--- src/rtl/trig_sequencer_if.sv ---
// Host/stimulus bus of the trigger sequencer: burst control, configuration and status.
// The host side uses the master modport, the sequencer the slave modport.
interface trig_sequencer_if;
  logic        start;
  logic        abort;
  logic [19:0] num_trig;
  logic [31:0] period;
  logic        trig_to_siggen;
  logic        window_open;
  logic        busy;
  logic        done;
  logic [19:0] trig_count;

  modport master (
    output start, abort, num_trig, period,
    input  trig_to_siggen, window_open, busy, done, trig_count
  );

  modport slave (
    input  start, abort, num_trig, period,
    output trig_to_siggen, window_open, busy, done, trig_count
  );
endinterface

--- src/rtl/trig_sequencer.sv ---
// Trigger burst sequencer: num_trig pulses at a clamped period, one per measurement window.
// Optional random gap extension is built only when RAND_GAP_EN is defined.
//
//  state    | meaning
//  ---------+------------------------------------------------------------
//  S_IDLE   | waiting for start; abort flag cleared
//  S_PULSE  | trig_to_siggen high, pulse down-counter running
//  S_GAP    | trig low, waiting for period counter terminal count
//  S_FINISH | burst over, waiting for last window to close, then done
module trig_sequencer #(
  parameter int unsigned PULSE_CYC  = 10,
  parameter int unsigned WINDOW_CYC = 300001,
  parameter int unsigned MIN_PERIOD = 300008
`ifdef RAND_GAP_EN
  ,
  parameter int unsigned DITHER_BITS = 12,
  parameter logic [15:0] LFSR_SEED   = 16'hACE1
`endif
) (
  input  logic             clki,
  input  logic             reset_n,
  trig_sequencer_if.slave  bus
);

  localparam logic [1:0] S_IDLE   = 2'd0;
  localparam logic [1:0] S_PULSE  = 2'd1;
  localparam logic [1:0] S_GAP    = 2'd2;
  localparam logic [1:0] S_FINISH = 2'd3;

  localparam int unsigned PCW = $clog2(PULSE_CYC);
  localparam int unsigned WCW = $clog2(WINDOW_CYC);
  localparam logic [PCW-1:0] PULSE_LOAD = PCW'(PULSE_CYC - 1);
  localparam logic [WCW-1:0] WIN_LOAD   = WCW'(WINDOW_CYC - 1);
  localparam logic [31:0]    MIN_P      = MIN_PERIOD;
  localparam logic [19:0]    CNT_MAX    = '1;

  logic [1:0]     state;
  logic [19:0]    num_lat;
  logic [31:0]    eff_period;
  logic [31:0]    period_cnt;
  logic [PCW-1:0] pulse_cnt;
  logic [WCW-1:0] win_cnt;
  logic           abort_pend;
  logic           trig_q;
  logic           window_q;
  logic           busy_q;
  logic           done_q;
  logic [19:0]    trig_count_q;

  logic           start_ok;
  logic           abort_now;
  logic           rise;
  logic [31:0]    eff_in;
  logic [31:0]    spacing_base;
  logic [31:0]    spacing;
  logic [31:0]    period_load;

  assign start_ok     = (state == S_IDLE) && bus.start && !bus.abort;
  assign abort_now    = bus.abort || abort_pend;
  assign eff_in       = (bus.period < MIN_P) ? MIN_P : bus.period;
  // On the first trigger eff_period is being latched on the same edge.
  assign spacing_base = (state == S_IDLE) ? eff_in : eff_period;

`ifdef RAND_GAP_EN
  logic [15:0] lfsr;
  logic [32:0] spacing_sum;

  always_ff @(posedge clki or negedge reset_n) begin
    if (!reset_n) begin
      lfsr <= LFSR_SEED;
    end else if (rise) begin
      lfsr <= {lfsr[14:0], lfsr[15] ^ lfsr[13] ^ lfsr[12] ^ lfsr[10]};
    end
  end

  // Dither is drawn from the LFSR value present at the rising edge; saturate, never wrap.
  assign spacing_sum = {1'b0, spacing_base} + 33'(lfsr[DITHER_BITS-1:0]);
  assign spacing     = spacing_sum[32] ? 32'hFFFF_FFFF : spacing_sum[31:0];
`else
  assign spacing = spacing_base;
`endif

  assign period_load = spacing - 32'd1;

  always_comb begin
    rise = 1'b0;
    case (state)
      S_IDLE:  rise = start_ok && (bus.num_trig != 20'd0);
      S_GAP:   rise = !abort_now && (trig_count_q < num_lat) && (period_cnt == 32'd0);
      default: rise = 1'b0;
    endcase
  end

  always_ff @(posedge clki or negedge reset_n) begin
    if (!reset_n) begin
      state        <= S_IDLE;
      num_lat      <= '0;
      eff_period   <= '0;
      period_cnt   <= '0;
      pulse_cnt    <= '0;
      abort_pend   <= 1'b0;
      trig_q       <= 1'b0;
      busy_q       <= 1'b0;
      done_q       <= 1'b0;
      trig_count_q <= '0;
    end else begin
      done_q <= 1'b0;
      if (period_cnt != 32'd0) begin
        period_cnt <= period_cnt - 32'd1;
      end
      if (rise) begin
        trig_q     <= 1'b1;
        pulse_cnt  <= PULSE_LOAD;
        period_cnt <= period_load;
        if (state == S_IDLE) begin
          trig_count_q <= 20'd1;
        end else if (trig_count_q != CNT_MAX) begin
          trig_count_q <= trig_count_q + 20'd1;
        end
      end

      case (state)
        S_IDLE: begin
          abort_pend <= 1'b0;
          if (start_ok) begin
            num_lat    <= bus.num_trig;
            eff_period <= eff_in;
            busy_q     <= 1'b1;
            if (bus.num_trig == 20'd0) begin
              trig_count_q <= '0;
              state        <= S_FINISH;
            end else begin
              state <= S_PULSE;
            end
          end
        end
        S_PULSE: begin
          if (bus.abort) begin
            abort_pend <= 1'b1;
          end
          // A pending abort never shortens the pulse; it is acted on in S_GAP.
          if (pulse_cnt == '0) begin
            trig_q <= 1'b0;
            state  <= S_GAP;
          end else begin
            pulse_cnt <= pulse_cnt - 1'b1;
          end
        end
        S_GAP: begin
          if (bus.abort) begin
            abort_pend <= 1'b1;
          end
          if (rise) begin
            state <= S_PULSE;
          end else if (abort_now || (trig_count_q >= num_lat)) begin
            state <= S_FINISH;
          end
        end
        S_FINISH: begin
          if (!window_q) begin
            done_q <= 1'b1;
            busy_q <= 1'b0;
            state  <= S_IDLE;
          end
        end
        default: state <= S_IDLE;
      endcase
    end
  end

  // Measurement window runs on its own counter so it outlives the pulse and the FSM state.
  always_ff @(posedge clki or negedge reset_n) begin
    if (!reset_n) begin
      window_q <= 1'b0;
      win_cnt  <= '0;
    end else if (rise) begin
      window_q <= 1'b1;
      win_cnt  <= WIN_LOAD;
    end else if (window_q) begin
      if (win_cnt == '0) begin
        window_q <= 1'b0;
      end else begin
        win_cnt <= win_cnt - 1'b1;
      end
    end
  end

  assign bus.trig_to_siggen = trig_q;
  assign bus.window_open    = window_q;
  assign bus.busy           = busy_q;
  assign bus.done           = done_q;
  assign bus.trig_count     = trig_count_q;

endmodule

--- src/flat_wrapper.sv ---
// flat-port wrapper written by rule: the top's interface ports become plain ports
module trig_sequencer_flat 
#(
  parameter int unsigned PULSE_CYC  = 10,
  parameter int unsigned WINDOW_CYC = 300001,
  parameter int unsigned MIN_PERIOD = 300008

)
  (clki, reset_n, bus_start, bus_abort, bus_num_trig, bus_period, bus_trig_to_siggen, bus_window_open, bus_busy, bus_done, bus_trig_count);
  trig_sequencer_if bus_i ();
  input  logic clki;
  input  logic reset_n;
  input wire logic [$bits(bus_i.start)-1:0] bus_start;
  input wire logic [$bits(bus_i.abort)-1:0] bus_abort;
  input wire logic [$bits(bus_i.num_trig)-1:0] bus_num_trig;
  input wire logic [$bits(bus_i.period)-1:0] bus_period;
  output wire logic [$bits(bus_i.trig_to_siggen)-1:0] bus_trig_to_siggen;
  output wire logic [$bits(bus_i.window_open)-1:0] bus_window_open;
  output wire logic [$bits(bus_i.busy)-1:0] bus_busy;
  output wire logic [$bits(bus_i.done)-1:0] bus_done;
  output wire logic [$bits(bus_i.trig_count)-1:0] bus_trig_count;
  assign bus_i.start = bus_start;
  assign bus_i.abort = bus_abort;
  assign bus_i.num_trig = bus_num_trig;
  assign bus_i.period = bus_period;
  assign bus_trig_to_siggen = bus_i.trig_to_siggen;
  assign bus_window_open = bus_i.window_open;
  assign bus_busy = bus_i.busy;
  assign bus_done = bus_i.done;
  assign bus_trig_count = bus_i.trig_count;
  trig_sequencer #(.PULSE_CYC(PULSE_CYC), .WINDOW_CYC(WINDOW_CYC), .MIN_PERIOD(MIN_PERIOD)) u_core (.clki(clki), .reset_n(reset_n), .bus(bus_i));
endmodule
--- config.mk ---
export PLATFORM = sky130hd
export DESIGN_NAME = trig_sequencer_flat
export DESIGN_NICKNAME = d
export VERILOG_FILES = /design/src/rtl/trig_sequencer_if.sv /design/src/rtl/trig_sequencer.sv /design/src/flat_wrapper.sv
export SDC_FILE = /design/constraint.sdc
export NUM_CORES = 1
export LEC_CHECK = 0
export ABC_AREA = 1
export ABC_CLOCK_PERIOD_IN_PS = 5000
export BUFFER_PORTS_ARGS = -buffer_cell sky130_fd_sc_hd__buf_2
export CAP_MARGIN = 10
export CORE_ASPECT_RATIO = 0.75
export CORE_MARGIN = 8
export CORE_UTILIZATION = 41
export DETAILED_ROUTE_END_ITERATION = 7
export PLACE_DENSITY_LB_ADDON = 0.2
export SETUP_SLACK_MARGIN = 0.1
export SYNTH_ARGS = -nofsm -noshare
export SYNTH_HDL_FRONTEND = slang
export SYNTH_SLANG_ARGS = --single-unit
--- constraint.sdc ---
create_clock -name clki -period 5 [get_ports clki]
set_clock_uncertainty 0.1 [all_clocks]
set_input_delay 0 -clock clki [delete_from_list [all_inputs] [get_ports clki]]
set_output_delay 0 -clock clki [all_outputs]
set_load 0.1 [all_outputs]
==> run metrics <==
via count 8,242; Cell Rows 45; Avg WL per Cell 14.89 um; Slew @ Worst Pin 0.9910 ns; total wire length 24,600 um; post-detailed-route count of antenna-violating nets 0; reg2reg start u_core.bus.trig_count[19]; clock buffer depth 2; layout cells sized above 1 10.40%; final worst path period share 84.07%; Startpoint Class flop; Cell Pwr Density 239.7 nW/um^2; CP peak stage delay 0.47 ns; Max VDD drop 204.3 uV; pre-CTS WS 0.8556 ns; CP required 5.27 ns; RSZ-0062 raised after global routing no; Num CTS Buffers 17; Levels on crit path 21; post-CTS resize count 0; final setup fails 0; Max Freq 237.9 MHz; setup slack, reg-to-reg 0.80 ns; CP Class flop to flop; Post-DP Area 9094 sq um; Crit path arrival time 4.48 ns; Synth cell types 43; Worst Setup End Kind flop; Port Buffers 79; overall routing resource usage 19.70%; Seq/Total Area, Yosys 39.48%; P&R area growth vs syn 20.36%; # DRC 0; vias in the first global route 7,709; die width 182.2 um; post-route minimum period 4.204 ns; Util after Layout 50.44%; fin. max-slew vios 0; fin nets 1,465; Hold Crit Class input pin to asynchronous set/reset pin; # fillers 2,057; worst path bufs/invs 2; Hold Vio Cnt, Final 0; normalized max-slew margin 33.93%; Area contributors post-synth dfrtp_1 39%, nand2_1 18%, inv_1 7.8%, nor2_1 6.3%, nand3_1 5.1%; Via density 4.989; Synth Net Count 1,343; CP delay by family, top simple AND/OR/NAND/NOR gates; clk root buf clkbuf_16; Max Cap Violations 0; initial core utilization 41.91%; DRT iter0 DRCs 753; yosys warns 0; Post-Place Cells 1,566; status complete, no violations; core area 20,270 sq um; Pwr Total 2.450 mW; routability cong. 0.9410; Inserted Diodes 0; clk_lat worst skew 0.44 ns; synthesized instance count 1,259; CTS sink cnt 134; CP max FO 46; clock-pin slew on the worst setup and hold paths 0.07 ns; final worst setup slack 0.7963 ns; #FFs+latches synth 134; Avg Cell Area, Syn 6.747 sq um; IO Pins 80; hold_ws 0.1333 ns; worst r2r path cells 21; global-route wire length before repair 40,450 um; largest net degree at the start of global routing 88; final cell count without fillers 1,652; Leakage 5.375 nW; post-route design area 10,220 sq um; Crit path top cell by count nand2_1; worst path cell trace ha_1 > a21oi_1 > nand2_1 > nor2_1 > nand2_1 > nor2_1 > nand3_2 > nand2_4 > inv_4 > nand2_1 > nand2_1 > inv_1 > ha_1 > nand3_1 > nor2_2 > nand3_2 > nor2_2 > nand2_1 > nand2_1 > nand2_1 > nor2_1; die area 25,630 sq um; Post-DP HPWL 17,630 um; 1st-pass router iterations 5; slowest stage cell on the critical path nand2_4; worst r2r dst u_core.period_cnt[18]; H-tree depth 4; Synth area leader dfrtp_1; setup TNS 0 ns; initial antenna violation count 0; area fraction of the dominant cell type after synthesis 39.48%; CTS tree yes; die height 140.7 um; Overflow after GRT 0; mapped cell area 8494 sq um
==> cells in the mapped netlist, drive strengths merged <==
library cell  count
o211ai            2
a31oi             9
a221oi            1
nand3            89
nand2           418
a21oi            57
buf              19
xnor2             1
o32ai             1
nand3b           11
a21o              1
o21ai            79
dfrtp           134
nor2            151
ha               28
o22ai             1
o2111a            1
clkbuf           18
nor3             13
nand4            12
inv             181
mux2i             2
o21a              4
or2               5
nor4              4
xor2              9
o31ai             6
nor3b             1
o221ai            1
==> flip-flops by register name (all words and copies together) (netlist names) <==
signal and flops:
u_core.num_lat 20, u_core.period_cnt 32, u_core.abort_pend 1, u_core.bus.trig_count 20
u_core.win_cnt 19, u_core.bus.trig_to_siggen 1, u_core.eff_period 32, u_core.pulse_cnt 4
u_core.bus.done 1, u_core.bus.busy 1, u_core.state 2, u_core.bus.window_open 1
==> how the worst max path moves through the flow <==
stage	from	endpoint	slack [ns]
5_1_grt	u_core.bus.trig_count[15]	u_core.period_cnt[18]	0.37
2_1_floorplan	u_core.bus.trig_count[17]	u_core.period_cnt[10]	1.50
3_3_place_gp	u_core.bus.trig_count[19]	u_core.period_cnt[18]	0.96
6_report	u_core.bus.trig_count[19]	u_core.period_cnt[18]	0.80
3_5_place_dp	u_core.bus.trig_count[19]	u_core.period_cnt[18]	0.86
4_1_cts	u_core.bus.trig_count[19]	u_core.period_cnt[18]	0.83
==> per-layer routing <==
layer	wire [um]	track usage, %
met5	0	0
met4	199	4.520
met3	1536	4.416
met2	9715	26.85
met1	13150	30.56
==> worst reg2reg max path: stages (launching register included) <==
cell and delay [ns]:
dfrtp_1 0.42, ha_1 0.33, a21oi_1 0.16, nand2_1 0.06
nor2_1 0.12, nand2_1 0.08, nor2_1 0.17, nand3_2 0.37
nand2_4 0.48, inv_4 0.33, nand2_1 0.13, nand2_1 0.11
inv_1 0.08, ha_1 0.15, nand3_1 0.15, nor2_2 0.18
nand3_2 0.19, nor2_2 0.24, nand2_1 0.10, nand2_1 0.07
nand2_1 0.05, nor2_1 0.09
==> kinds of logic (layout without fill, tap and decap cells) <==
family	Yosys count	after routing	share of synthesized area [%]
mux	2	2	0.2357
xor+xnor	10	10	1.031
flops	134	134	39.48
buf+inv	218	353	10.18
compound gates	163	163	10.43
simple gates	704	704	34.53
fa+ha+maj	28	28	4.124
==> where the power goes <==
part	internal, mW	total [mW]	leakage, nW	switching, mW
combinational	0.0496	0.105	3.45	0.0556
sequential	1.08	1.08	1.64	0
clock	0.751	1.26	0.288	0.510
==> repair_timing <==
item,CTS,global route
buffers inserted,0,0
endpoints found under the hold margin,142,0
hold buffers,54,0
endpoints found under the setup margin,0,0
==> layout make-up <==
| class | count | area [sq um] | share of cell area [%] |
|---|---|---|---|
| multi-input cells | 907 | 4282 | 41.88 |
| flip-flops and latches | 134 | 3353 | 32.80 |
| repair buffers | 140 | 994.7 | 9.729 |
| inverters | 181 | 681.9 | 6.670 |
| clock buffers | 22 | 494.2 | 4.834 |
| well taps | 258 | 322.8 | 3.157 |
| clock inverters | 10 | 95.09 | 0.9301 |
==> layout by cell type, fill, tap and decap left out, types with 2 or more instances in the layout <==
master,Yosys,routed
o21a_1,4,4
o211ai_1,2,2
inv_2,3,3
inv_1,177,177
o21ai_0,75,75
nor3_1,12,12
nor4_1,4,4
clkinv_4,0,3
o31ai_1,6,6
nand3_2,3,4
nor2_1,143,143
nor2_2,6,6
buf_2,5,78
a31oi_1,9,9
nor2_4,2,2
nand2_2,3,3
mux2i_1,2,2
clkbuf_16,0,17
xor2_1,9,9
nand4_1,12,12
nand3_1,86,85
clkbuf_8,0,5
o21ai_2,2,2
clkinvlp_4,0,2
or2_2,4,4
nand3b_1,11,11
a21oi_1,57,57
ha_1,28,28
buf_4,4,7
dlygate4sd3_1,0,54
nand2_1,414,414
clkinv_2,0,3
dfrtp_1,134,134
o21ai_1,2,2
Power figures use the tool's default switching activity.
